File: src/rtl/scan_pkg.sv
// Shared types and elaboration helpers for the scan-test multiplier wrapper.
package scan_pkg;

    typedef enum logic [1:0] {IDLE, SHIFT, CAPT} state_t;

    function automatic int clog2(input int value);
        int r;
        r = 0;
        while ((1 << r) < value) r++;
        return r;
    endfunction

    // Used by the top to refuse chain counts that do not split the register evenly.
    function automatic bit chains_divide(input int w, input int chains);
        return (chains > 0) && (((2 * w) % chains) == 0);
    endfunction

endpackage

File: src/rtl/scan_shift_ctrl.sv
// Pattern controller: sequences L shift cycles and one capture cycle per start.
module scan_shift_ctrl
    import scan_pkg::*;
#(
    parameter int L = 8
) (
    input  logic clk,
    input  logic rst,
    input  logic start,
    input  logic scan_en,
    output logic shift_en,
    output logic capt_en,
    output logic busy,
    output logic done
);

    localparam int CW = clog2(L + 1);
    localparam logic [CW-1:0] LAST = CW'(L - 1);

    state_t state, state_next;
    logic [CW-1:0] cnt, cnt_next;

    always_ff @(posedge clk or posedge rst) begin
        if (rst) begin
            state <= IDLE;
            cnt   <= '0;
            done  <= 1'b0;
        end else begin
            state <= state_next;
            cnt   <= cnt_next;
            done  <= capt_en;
        end
    end

    // start takes priority over a manual shift in IDLE; both are ignored once a pattern runs.
    always_comb begin
        state_next = state;
        cnt_next   = cnt;
        shift_en   = 1'b0;
        capt_en    = 1'b0;
        case (state)
            IDLE: begin
                if (start) begin
                    state_next = SHIFT;
                    cnt_next   = '0;
                end else if (scan_en) begin
                    shift_en = 1'b1;
                end
            end
            SHIFT: begin
                shift_en = 1'b1;
                cnt_next = cnt + CW'(1);
                if (cnt == LAST) state_next = CAPT;
            end
            CAPT: begin
                capt_en    = 1'b1;
                state_next = IDLE;
            end
            default: state_next = IDLE;
        endcase
    end

    assign busy = (state != IDLE);

endmodule

File: src/rtl/scan_chain_mult_ctrl.sv
// Scan wrapper around a W x W unsigned multiplier with CHAINS parallel scan chains.
module scan_chain_mult_ctrl
    import scan_pkg::*;
#(
    parameter int W      = 4,
    parameter int CHAINS = 1
) (
    input  logic              clk,
    input  logic              rst,
    input  logic              start,
    input  logic              scan_en,
    input  logic [CHAINS-1:0] scan_in,
    output logic [CHAINS-1:0] scan_out,
    output logic              busy,
    output logic              done
);

    localparam int L = (2 * W) / CHAINS;

    if (!chains_divide(W, CHAINS)) begin : g_bad_chains
        $error("scan_chain_mult_ctrl: CHAINS must divide 2*W");
    end

    logic [2*W-1:0] sr, sr_shift, product;
    logic           shift_en, capt_en;

    scan_shift_ctrl #(.L(L)) u_ctrl (
        .clk      (clk),
        .rst      (rst),
        .start    (start),
        .scan_en  (scan_en),
        .shift_en (shift_en),
        .capt_en  (capt_en),
        .busy     (busy),
        .done     (done)
    );

    // Each chain shifts toward its own LSB, which is also its serial output.
    for (genvar c = 0; c < CHAINS; c++) begin : g_chain
        assign sr_shift[c*L+L-1] = scan_in[c];
        if (L > 1) begin : g_body
            assign sr_shift[c*L+L-2 -: L-1] = sr[c*L+L-1 -: L-1];
        end
        assign scan_out[c] = sr[c*L];
    end

    assign product = {{W{1'b0}}, sr[W-1:0]} * {{W{1'b0}}, sr[2*W-1:W]};

    always_ff @(posedge clk or posedge rst) begin
        if (rst) begin
            sr <= '0;
        end else if (capt_en) begin
            sr <= product;
        end else if (shift_en) begin
            sr <= sr_shift;
        end
    end

endmodule

File: config.mk
export PLATFORM = sky130hd
export DESIGN_NAME = scan_chain_mult_ctrl
export DESIGN_NICKNAME = d
export VERILOG_FILES = /design/src/rtl/scan_pkg.sv /design/src/rtl/scan_shift_ctrl.sv /design/src/rtl/scan_chain_mult_ctrl.sv
export SDC_FILE = /design/constraint.sdc
export NUM_CORES = 1
export LEC_CHECK = 0
export ABC_AREA = 1
export CORE_MARGIN = 3
export CORE_UTILIZATION = 35
export DETAILED_ROUTE_END_ITERATION = 8
export HOLD_SLACK_MARGIN = 0.03
export MAX_ROUTING_LAYER = met4
export SYNTH_ARGS = -nofsm -noshare
export SYNTH_HDL_FRONTEND = slang
export SYNTH_HIERARCHICAL = 1
export SYNTH_SLANG_ARGS = --single-unit
File: constraint.sdc
create_clock -name clk -period 3.3 [get_ports clk]
set_clock_uncertainty 0.15 [all_clocks]
set_input_delay 0.33 -clock clk [delete_from_list [all_inputs] [get_ports clk]]
set_output_delay 0.33 -clock clk [all_outputs]
set_load 0.01 [all_outputs]
==> flow_metrics.env <==
export IMPL_syn_area_um2=1155
export IMPL_cts_tree="done"
export IMPL_num_io_pins=8
export IMPL_setup_viol=0
export IMPL_clock_sinks=15
export IMPL_core_um2=3103
export IMPL_row_count=20
export IMPL_wl_per_cell_um=10.32
export IMPL_cts_root_buf="clkbuf_4"
export IMPL_seqCellArea_um2=375.4
export IMPL_synth_area_leaders="dfrtp_1 (33%), nand2_1 (18%), ha_1 (14%)"
export IMPL_synth_warnings=6
export IMPL_combPwrFrac_pct=59.8
export IMPL_swShare_pct=48.46
export IMPL_track_usage_pct=12.39
export IMPL_fill_cells=322
export IMPL_use_met1_pct=16.91
export IMPL_clkTransAtPathRegs_ns=0.09
export IMPL_cts_made_buffers=3
export IMPL_cts_buffer_depth=2
export IMPL_postCtsSetupBuffers=0
export IMPL_die_x_um=63.44
export IMPL_max_freq_mhz=343.5
export IMPL_totalWireLength_um=2168
export IMPL_crit_fanout=6
export IMPL_synth_nets=177
export IMPL_die_y_um=63.44
export IMPL_synthFlopType="dfrtp_1"
export IMPL_cts_htree_levels=1
export IMPL_grt_pass1_wl_um=3967
export IMPL_busiest_layer="met2"
export IMPL_syn_avg_cell_area_um2=7.451
export IMPL_grt_use_met3_pct=1.070
export IMPL_grt_max_degree=9
export IMPL_yosysTopAreaCellShare_pct=32.50
export IMPL_p_sw_uw=573.5
export IMPL_worstMarginPinSlew_ns=0.6519
export IMPL_areaGrowthSynthToFinish_pct=13.11
export IMPL_required_ns=3.33
export IMPL_viasPerCell=4.462
export IMPL_seq_power_share_pct=31.6
export IMPL_maxCapViolCount=0
export IMPL_timing_setup_tns_ns=0
export IMPL_grt_overflow_total=0
export IMPL_gp_congestion=0.8787
export IMPL_hold_viol_final=0
export IMPL_yosys_area_top_type="dfrtp_1"
export IMPL_synth_edff_count=0
export IMPL_power_internal_uw=610.0
export IMPL_relSlewSlack_pct=56.38
export IMPL_grt_pass1_vias=929
export IMPL_initial_core_util_pct=37.22
export IMPL_vdd_ir_drop_max_v=0.0002901
export IMPL_status="completed"
export IMPL_min_period_ns=2.911
export IMPL_clock_latency_ns=0.28
export IMPL_yosys_cell_types_count=22
export IMPL_synth_cells=155
export IMPL_final_nets=189
export IMPL_dr_pass1_iters=4
export IMPL_ctsResizeCount=0
export IMPL_drtIter0Drc=29
export IMPL_asyncSetResetFlopFracSynth_pct=100.0
export IMPL_p_total_mw=1.184
export IMPL_startpoint_type="flop"
export IMPL_hold_buffers=0
export IMPL_clock_power_share_pct=8.5
export IMPL_fin_crit_sh_pct=88.22
export IMPL_crit_arrival_ns=2.94
export IMPL_critical_path_class="reg -> reg"
export IMPL_dieArea_um2=4025
export IMPL_utilization_pct=42.10
export IMPL_endpoint_kind="flop"
export IMPL_rsz0062_at_grt="false"
export IMPL_p_leak_nw=0.7851
export IMPL_antenna_found_initial=0
export IMPL_portBuffers=7
export IMPL_synth_common_cells="nand2_1 (56), inv_1 (30), dfrtp_1 (15)"
export IMPL_hp_class="in -> async"
export IMPL_power_density_nw_per_um2=906.1
export IMPL_multi_input_area_um2=659.4
export IMPL_whs_ns=0.1479
export IMPL_hpwl_um=1830
export IMPL_vias=937
export IMPL_finalMaxSlewViolations=0
export IMPL_ant_nets=0
export IMPL_yosys_cell_count_top_type="nand2_1"
export IMPL_use_met2_pct=19.82
export IMPL_drc=0
export IMPL_ys_ff_latch=15
export IMPL_drive_gt1_share_pct=5.422
export IMPL_diodes=0
export IMPL_ys_seq_area_share_pct=32.50
==> power by group through the flow <==
stage,registers (mW),logic (mW),clock network [mW]
finish,0.374,0.708,0.101
global route,0.391,0.848,0.115
CTS,0.373,0.715,0.109
detailed placement,0.377,0.708,0
global placement,0.370,0.699,0
floorplan,0.352,0.550,0
==> cells by family (layout without fill, tap and decap cells) <==
logic type	after synthesis	after routing	synth area share (%)
and+or+nand+nor	77	77	28.17
DFF	15	15	32.50
buffers and inverters	32	43	10.40
AOI/OAI and AO/OA	13	13	7.150
xor gates and xnor gates	1	1	0.7585
adders and majority gates	17	17	21.02
==> state kept, by name (all words and copies together), names as in the netlist <==
name,cells
u_ctrl/state,2
u_ctrl/done,1
u_ctrl/cnt,4
sr,8
==> layer usage <==
metal / vias up / part of all wire [%]
met2: 11 / 47
met4: 0 / 0.23
met5: - / 0
li1: 507 / -
met1: 417 / 50
met3: 2 / 2.7
==> critical path, stage by stage, from the launching register on <==
cell and delay (ns):
dfrtp_1 0.43, nand2_1 0.10, fa_1 0.54, inv_1 0.05, fa_1 0.52, fa_1 0.42
nand2_1 0.09, nand2_1 0.05, a21oi_1 0.15, inv_1 0.06, nand2_1 0.05, nand3_1 0.06
nand2_1 0.09, nand2_1 0.05
==> cell type report <==
cell class,count,area share [%]
multi-input cells,108,50.48
inverters,32,9.195
flip-flops and latches,15,28.74
clock buffers,4,2.011
repair buffers,7,5.364
well taps,44,4.215
==> final timing paths <==
check                           depth (start not counted)  slack (ns)                      start                        end
worst min register to register                          2        0.38  u_ctrl/cnt[3]$_DFFE_PP0P_  u_ctrl/cnt[3]$_DFFE_PP0P_
min in group clk                                        2        0.38  u_ctrl/cnt[3]$_DFFE_PP0P_  u_ctrl/cnt[3]$_DFFE_PP0P_
worst min-delay path                                    2        0.15                        rst  u_ctrl/cnt[3]$_DFFE_PP0P_
worst max register to register                         13        0.39          sr[7]$_DFFE_PP0P_          sr[6]$_DFFE_PP0P_
max in group asynchronous                               2        2.58                        rst          sr[0]$_DFFE_PP0P_
worst max-delay path                                   13        0.39          sr[7]$_DFFE_PP0P_          sr[6]$_DFFE_PP0P_
==> cell usage in the layout, fill, tap and decap left out, types with 2 or more instances in the layout <==
master           instances
nand2_1                 56
inv_1                   30
dfrtp_1                 15
ha_1                    13
nand3_1                 10
clkdlybuf4s50_1          7
nor2_1                   4
fa_1                     4
a21oi_1                  3
o21ai_0                  3
clkbuf_4                 3
nand4_1                  2
inv_2                    2
o22ai_1                  2
o211ai_1                 2
==> stage by stage <==
stage / setup WS [ns] / std cells / cell area (um^2)
final: 0.3889 / 210 / 1306
after global routing: 0.1678 / 210 / 1306
after CTS: 0.3567 / 210 / 1306
after detailed placement: 0.3673 / 206 / 1280
after global placement: 0.4283 / 206 / 1280
after floorplan: 0.4948 / 155 / 1155
No activity file was read; power rests on OpenSTA's default activity.
